[src/rtl/mac_out_serializer_if.sv]
// Handshake bundle for mac_out_serializer: result-word input strobe and
// byte-stream output with ready/valid flow control.
interface mac_out_serializer_if;
   logic        in_valid;
   logic [40:0] in_data;
   logic        out_ready;
   logic        out_valid;
   logic [7:0]  out_data;
   logic        out_last;

   modport slave  (input  in_valid, in_data, out_ready,
                   output out_valid, out_data, out_last);
   modport master (output in_valid, in_data, out_ready,
                   input  out_valid, out_data, out_last);
endinterface

[src/rtl/mac_out_serializer.sv]
// Buffers 41-bit MAC results in a small FIFO and streams each one out LSB-byte first.
// Define MAC_SER_CHECKSUM_EN to append an XOR checksum byte to every word.
module mac_out_serializer #(
   parameter int unsigned FIFO_DEPTH = 2
) (
   input  logic                 clk,
   input  logic                 rst_n,
   input  logic                 ena,
   mac_out_serializer_if.slave  bus,
   output logic                 busy,
   output logic                 overflow
);

`ifdef MAC_SER_CHECKSUM_EN
   localparam int unsigned N = 7;
`else
   localparam int unsigned N = 6;
`endif
   localparam int unsigned PW = $clog2(FIFO_DEPTH);
   localparam int unsigned CW = $clog2(FIFO_DEPTH + 1);
   localparam logic [PW-1:0] PTR_MAX  = PW'(FIFO_DEPTH - 1);
   localparam logic [CW-1:0] FULL_CNT = CW'(FIFO_DEPTH);
   localparam logic [2:0]    LAST_IDX = 3'(N - 1);

   typedef enum logic {IDLE, SEND} state_t;

   state_t        state, state_nxt;
   logic [40:0]   mem [FIFO_DEPTH];
   logic [PW-1:0] wr_ptr, rd_ptr;
   logic [CW-1:0] count, count_nxt;
   logic [2:0]    byte_idx, idx_nxt;
   logic [40:0]   head;
   logic          xfer, last_byte, pop, full, push, drop;
`ifdef MAC_SER_CHECKSUM_EN
   logic [7:0]    chk;
`endif

   always_comb begin
      head      = mem[rd_ptr];
      xfer      = ena && (state == SEND) && bus.out_ready;
      last_byte = (byte_idx == LAST_IDX);
      pop       = xfer && last_byte;
      full      = (count == FULL_CNT);
      // A full FIFO still accepts a word when the head pops on the same edge.
      push      = ena && bus.in_valid && (!full || pop);
      drop      = ena && bus.in_valid && full && !pop;

      count_nxt = count;
      if (push && !pop)
         count_nxt = count + 1'b1;
      else if (pop && !push)
         count_nxt = count - 1'b1;

      idx_nxt = byte_idx;
      if (xfer)
         idx_nxt = last_byte ? '0 : byte_idx + 3'd1;

      state_nxt = state;
      case (state)
         IDLE: if (push) state_nxt = SEND;
         SEND: if (count_nxt == '0) state_nxt = IDLE;
         default: state_nxt = IDLE;
      endcase
   end

`ifdef MAC_SER_CHECKSUM_EN
   always_comb begin
      chk = head[7:0] ^ head[15:8] ^ head[23:16] ^ head[31:24] ^ head[39:32]
          ^ {7'b0, head[40]};
   end
`endif

   always_comb begin
      bus.out_valid = (state == SEND);
      bus.out_last  = bus.out_valid && last_byte;
      busy          = (count != '0);
      bus.out_data  = '0;
      if (state == SEND) begin
         case (byte_idx)
            3'd0: bus.out_data = head[7:0];
            3'd1: bus.out_data = head[15:8];
            3'd2: bus.out_data = head[23:16];
            3'd3: bus.out_data = head[31:24];
            3'd4: bus.out_data = head[39:32];
            3'd5: bus.out_data = {7'b0, head[40]};
`ifdef MAC_SER_CHECKSUM_EN
            3'd6: bus.out_data = chk;
`endif
            default: bus.out_data = '0;
         endcase
      end
   end

   always_ff @(posedge clk) begin
      if (push)
         mem[wr_ptr] <= bus.in_data;
   end

   always_ff @(posedge clk or negedge rst_n) begin
      if (!rst_n) begin
         state    <= IDLE;
         wr_ptr   <= '0;
         rd_ptr   <= '0;
         count    <= '0;
         byte_idx <= '0;
         overflow <= 1'b0;
      end else begin
         state    <= state_nxt;
         count    <= count_nxt;
         byte_idx <= idx_nxt;
         if (push)
            wr_ptr <= (wr_ptr == PTR_MAX) ? '0 : wr_ptr + 1'b1;
         if (pop)
            rd_ptr <= (rd_ptr == PTR_MAX) ? '0 : rd_ptr + 1'b1;
         if (drop)
            overflow <= 1'b1;
      end
   end

endmodule

[src/flat_wrapper.sv]
// flat-port wrapper written by rule: the top's interface ports become plain ports
module mac_out_serializer_flat 
#(
   parameter int unsigned FIFO_DEPTH = 2
)
  (clk, rst_n, ena, busy, overflow, bus_in_valid, bus_in_data, bus_out_ready, bus_out_valid, bus_out_data, bus_out_last);
  mac_out_serializer_if bus_i ();
  input  logic clk;
  input  logic rst_n;
  input  logic ena;
  output logic busy;
  output logic overflow;
  input wire logic [$bits(bus_i.in_valid)-1:0] bus_in_valid;
  input wire logic [$bits(bus_i.in_data)-1:0] bus_in_data;
  input wire logic [$bits(bus_i.out_ready)-1:0] bus_out_ready;
  output wire logic [$bits(bus_i.out_valid)-1:0] bus_out_valid;
  output wire logic [$bits(bus_i.out_data)-1:0] bus_out_data;
  output wire logic [$bits(bus_i.out_last)-1:0] bus_out_last;
  assign bus_i.in_valid = bus_in_valid;
  assign bus_i.in_data = bus_in_data;
  assign bus_i.out_ready = bus_out_ready;
  assign bus_out_valid = bus_i.out_valid;
  assign bus_out_data = bus_i.out_data;
  assign bus_out_last = bus_i.out_last;
  mac_out_serializer #(.FIFO_DEPTH(FIFO_DEPTH)) u_core (.clk(clk), .rst_n(rst_n), .ena(ena), .bus(bus_i), .busy(busy), .overflow(overflow));
endmodule
[config.mk]
export PLATFORM = sky130hd
export DESIGN_NAME = mac_out_serializer_flat
export DESIGN_NICKNAME = d
export VERILOG_FILES = /design/src/rtl/mac_out_serializer_if.sv /design/src/rtl/mac_out_serializer.sv /design/src/flat_wrapper.sv
export SDC_FILE = /design/constraint.sdc
export NUM_CORES = 1
export LEC_CHECK = 0
export ABC_AREA = 0
export BUFFER_PORTS_ARGS = -buffer_cell sky130_fd_sc_hd__buf_2
export CAP_MARGIN = 40
export CORE_UTILIZATION = 50
export DETAILED_ROUTE_END_ITERATION = 6
export PLACE_DENSITY = 0.75
export SLEW_MARGIN = 20
export SYNTH_ARGS = -nofsm -noshare
export SYNTH_HDL_FRONTEND = slang
export SYNTH_SLANG_ARGS = --single-unit
[constraint.sdc]
create_clock -name clk -period 3.3 [get_ports clk]
set_input_delay 0.33 -clock clk [delete_from_list [all_inputs] [get_ports clk]]
set_output_delay 0.33 -clock clk [all_outputs]
set_load 0.01 [all_outputs]
* Word-level counts from Yosys, hierarchy flattened *
Memory sizes are Yosys's and may differ from the RTL's.
Cells that the tools add are included.

storage, ports and cells
  input port bits = 46
  bits in latches = 0
  output and inout bits = 12
  register bits after elaboration = 9
  memory bits (writable) = 82
  bits in read-only memories = 0
  memories kept = 1

operators by class
  $lt $le $gt $ge = 0
  multiplexer cells = 11
  bitwise operators = 1
  equality and inequality tests = 6
  reduce and logical (&&, ||, !) cells = 17
  shift operators = 0
  $add $sub $neg = 5
  $mul = 0
  divide/modulo/power cells = 0

memory list
  memory      depth  bits a word  read ports  clocked after memory_dff  wr ports  line                      source
  u_core.mem  2      41           1           0                         1         mac_out_serializer.sv:28  logic [40:0] mem [FIFO_DEPTH];

operators with widths
  kind                                                 number
  one-hot mux 8 bit (6 select lines)                   1
  logical AND 1 bit                                    10
  two-way mux 8 bit                                    1
  equality test 3 x 2 -> 1 bit, second input constant  2
  equality test 3 bit, second input constant           2
  two-way mux 1 bit                                    5
  two-way mux 2 bit                                    2
  adder 3 x 1 -> 3 bit, second input constant          1
  equality test 3 x 1 -> 1 bit, second input constant  1
  zero test 1 bit                                      3
  zero test 3 bit                                      1
  two-way mux 3 bit                                    1
  adder 1 bit, second input constant                   2
  adder 2 x 1 -> 2 bit, second input constant          1
  equality test 2 bit, second input constant           1
  zero test 2 bit                                      1
  one-hot mux 1 bit (2 select lines)                   1
  nonzero test 2 bit                                   1
  subtractor 2 x 1 -> 2 bit, second input constant     1
  logical OR 1 bit                                     1
  NOT 1 bit                                            1

* Logic depth before layout (Yosys ltp) *
  depth in word-level cells = 12
  mapped depth = 7

* Worst setup path before layout *
Ideal clock, no wire load.

  kind = flip-flop to flip-flop
  from = register u_core.byte_idx[1]
  to = memory u_core.mem[0][0], enable pin
  stages on the path, launching flop included = 6
  path buffers = 1
  data arrival time = 2.934 ns
  required time = 2.856 ns
  slack = -0.079 ns
  cells stage by stage = dfrtp_1 buf_6 and3b_1 nand2_1 a21oi_1 nor2b_1

on the way
  longest elaborated chain between the ends = 6

ends and longest elaborated chain
  element                                  line                       source
  start, declared                          mac_out_serializer.sv:31   logic [2:0] byte_idx, idx_nxt;
  start signal, assigned                   mac_out_serializer.sv:110  byte_idx <= idx_nxt;
  equality test 3 bit                      mac_out_serializer.sv:41   last_byte = (byte_idx == LAST_IDX);
  logical AND 1 bit                        mac_out_serializer.sv:42   pop = xfer && last_byte;
  logical OR 1 bit                         mac_out_serializer.sv:45   push = ena && bus.in_valid && (!full || pop);
  logical AND 1 bit                        mac_out_serializer.sv:45
  two-way mux 1 bit                        mac_out_serializer.sv:95   if (push)
  two-way mux 1 bit (implied by the code)  mac_out_serializer.sv:96   mem[wr_ptr] <= bus.in_data;
  end, declared                            mac_out_serializer.sv:28

No other way between the ends.

* Worst setup path in the final report *
  from = register u_core.byte_idx[1]
  to = output bus_out_data[2]

on the way
  longest elaborated chain between the ends = 3

ends and longest elaborated chain
  element                                            line                      source
  equality test 3 bit, or another cell as far along  mac_out_serializer.sv:79  case (byte_idx)
  one-hot mux 8 bit (6 select lines) (*)             mac_out_serializer.sv:79
  two-way mux 8 bit (*)                              mac_out_serializer.sv:78  if (state == SEND) begin
  end, declared                                      flat_wrapper.sv:17        output wire logic [$bits(bus_i.out_data)-1:0] bus_out_data;

Every way passes the cells marked *; elsewhere a longest branch is shown, timed or not.

==> results.py <==
metrics = {
    "flow_run": {
        "maxCapViolCount": 0,
    },
    "routing": {
        "vias_per_cell": 5.530,
        "wl_um": 6575,
        "drc": 0,
        "vias": 2151,
        "drt_first_pass_iters": 4,
        "wire_per_inst_um": 16.90,
        "ant_nets": 0,
        "drt_iter0_drc": 165,
    },
    "clocking": {
        "htreeDepth": 3,
        "cts_hold_buffers": 1,
        "cts_sinks": 91,
        "root_buffer": "clkbuf_8",
        "cts_setup_buffers": 0,
        "cts_buffers": 9,
        "clkLatencyLatePin_ns": 0.35,
        "cts_buffer_depth": 2,
        "tritoncts": "built",
        "cts_resized": 0,
        "clkTransAtPathRegs_ns": 0.09,
    },
    "grt": {
        "grt_max_degree": 24,
        "grt_pass1_vias": 2097,
        "gr-usage-all-layers": 0.1892,
        "grt_pass1_wl_um": 10380,
        "grt.overflow.total": 0,
        "antenna_found_initial": 1,
    },
    "finish": {
        "seqCellArea_um2": 2689,
        "final_area_um2": 4249,
        "drive_above_1_share": 0.2901,
        "n_antenna_cell": 0,
        "final_common_cell": "edfxtp_1",
        "fin_util": 0.6152,
        "layout_common_cells": "82 x edfxtp_1, 57 x buf_2, 26 x mux2i_1, 12 x nor2_1, 11 x o22ai_1",
        "multiInputGateArea_um2": 884.6,
        "finalNetCount": 338,
        "fillers": 568,
        "area_growth_pct": 16.58,
    },
    "synth": {
        "ys_types": 37,
        "ys_ff_latch": 91,
        "syn_area_um2": 3645,
        "synth_largest_area_cell": "edfxtp_1",
        "synth_area_leaders": "edfxtp_1 68%, mux2i_1 7.1%, dfrtp_1 6.2%, o31a_1 2.2%, o22ai_1 1.9%",
        "ys_dominant_reg_cell": "edfxtp_1",
        "syn_area_per_cell_um2": 16.20,
        "seq_area_frac_synth": 0.7374,
        "yosys_warnings": 0,
        "async_flop_share": 0.09890,
        "synth_nets": 274,
        "syn_inst": 225,
        "synth.top_cell.area_share": 0.6756,
        "synth_edf_count": 82,
    },
    "setup_path": {
        "startpoint": "u_core.byte_idx[1]$_DFFE_PN0P_",
        "ff2ff_path_depth": 5,
        "start_kind": "flip-flop",
        "r2r_setup_slack_ns": 0.93,
        "r2r-end": "u_core.mem[0][32]$_DFFE_PP_",
        "worstSetupPathType": "flip-flop to output pin",
        "required_ns": 2.97,
        "end_kind": "output pin",
        "timing.critical_path.fanout_max": 15,
        "reg2reg_from": "u_core.byte_idx[1]$_DFFE_PN0P_",
        "critPathCapture": "bus_out_data[2]",
        "cp.arrival_ns": 2.36,
    },
    "floorplanning": {
        "die_w_um": 87.38,
        "num_io_pins": 58,
        "fp-row-count": 30,
        "dieArea_um2": 7635,
        "core_area_um2": 6907,
        "fp.dieH_um": 87.38,
        "initial_core_util": 0.5277,
    },
    "min_path": {
        "worstHoldStart": "bus_in_data[18]",
        "min_path_cells": 1,
        "hold_class": "input port to flip-flop",
    },
    "timing": {
        "rsz0062_at_grt": "no",
        "worst_slew_pin_slew_ns": 0.6960,
        "finalCritPeriodShare": 0.8155,
        "period_needed_ns": 2.691,
        "maxSlewHeadroom": 0.5360,
        "drv_slew": 0,
        "holdWs_ns": 0.1648,
        "final-hold-violation-count": 0,
        "setup_tns_ns": 0,
        "setup_viol": 0,
        "skew_ns": 0.007950,
        "maxClockFrequency_ghz": 0.3716,
    },
    "place": {
        "port_buffers": 57,
        "globalplace.congestion": 0.9091,
        "place_hpwl_um": 4503,
        "dpl_cell_area_um2": 4071,
    },
    "pwr": {
        "p_leak_nw": 1.560,
        "pwr_density_cell_nw_per_um2": 789.0,
        "vdd_ir_drop_max_mv": 0.4351,
    },
    "outcome": {
        "run_status": "complete, no violations",
    },
}
-- cells by family (layout without fill, tap and decap cells) --
| family | Yosys count | count (layout) | synth area share |
|---|---|---|---|
| mux | 28 | 28 | 0.07758 |
| fa+ha+maj | 3 | 3 | 0.01030 |
| simple gates | 29 | 29 | 0.04051 |
| flops | 91 | 91 | 0.7374 |
| compound gates | 52 | 52 | 0.1023 |
| xor+xnor | 4 | 4 | 0.009614 |
| buf+inv | 18 | 86 | 0.02231 |
-- through the flow --
| step | power [mW] | cells | setup slack, ns |
|---|---|---|---|
| 6_report | 3.353 | 389 | 0.6089 |
| 5_1_grt | 3.538 | 389 | 0.4032 |
| 4_1_cts | 3.370 | 389 | 0.5805 |
| 3_5_place_dp | 2.740 | 373 | 0.9393 |
| 3_3_place_gp | 2.695 | 372 | 1.025 |
| 2_1_floorplan | 2.364 | 225 | 0.6901 |
-- layout make-up --
class,instances,area share
Inverter,8,0.007067
Timing Repair Buffer,63,0.08422
Clock buffer,9,0.02915
Clock inverter,6,0.01031
Sequential cell,91,0.6328
Multi-Input combinational cell,116,0.2082
Tap cell,96,0.02827
-- where the power goes --
part	total [mW]	leakage, nW	switching [mW]	internal (mW)
combinational	1.11	0.635	0.622	0.492
sequential	1.60	0.851	0.150	1.45
clock	0.640	0.0750	0.371	0.269
total	3.35	1.56	1.14	2.21
-- state kept, by name, indices dropped and copies added, names as in the netlist --
register and count:
u_core.byte_idx 3, u_core.mem 82, u_core.bus.out_valid 1, u_core.overflow 1
u_core.count 2, u_core.rd_ptr 1, u_core.wr_ptr 1
-- routing by layer --
metal | vias up | GRT usage | wire length, um
met3 | 10 | 0.05213 | 454
met5 | - | 0 | 13
met1 | 1041 | 0.2419 | 2688
met2 | 75 | 0.3111 | 3332
li1 | 1023 | - | -
met4 | 2 | 0.06855 | 86
-- how the worst min path moves through the flow --
stage / to / slack (ns)
6_report: u_core.mem[1][18]$_DFFE_PP_ / 0.16
5_1_grt: u_core.mem[1][1]$_DFFE_PP_ / 0.14
3_3_place_gp: u_core.count[1]$_DFF_PN0_ / 0.19
2_1_floorplan: u_core.bus.out_valid$_DFF_PN0_ / 0.03
4_1_cts: u_core.mem[1][18]$_DFFE_PP_ / 0.15
3_5_place_dp: u_core.count[1]$_DFF_PN0_ / 0.19
-- worst max-delay path: stages, from the launching register on --
cell     delay (ns)
dfrtp_1        0.49
and2_1         0.17
ha_1           0.52
inv_1          0.14
a31oi_1        0.20
buf_4          0.20
o31a_1         0.16
buf_2          0.13
-- synthesized netlist by cell type, types with 5 or more instances --
cell       n
buf_2      5
a221oi_1   7
nor2_1    12
o31a_1     9
dfrtp_1    9
a21oi_1    8
o22ai_1   11
inv_1      8
a22oi_1    7
nand2_1    5
mux2i_1   26
edfxtp_1  82
Note: power is estimated with default switching activity, not from simulation.
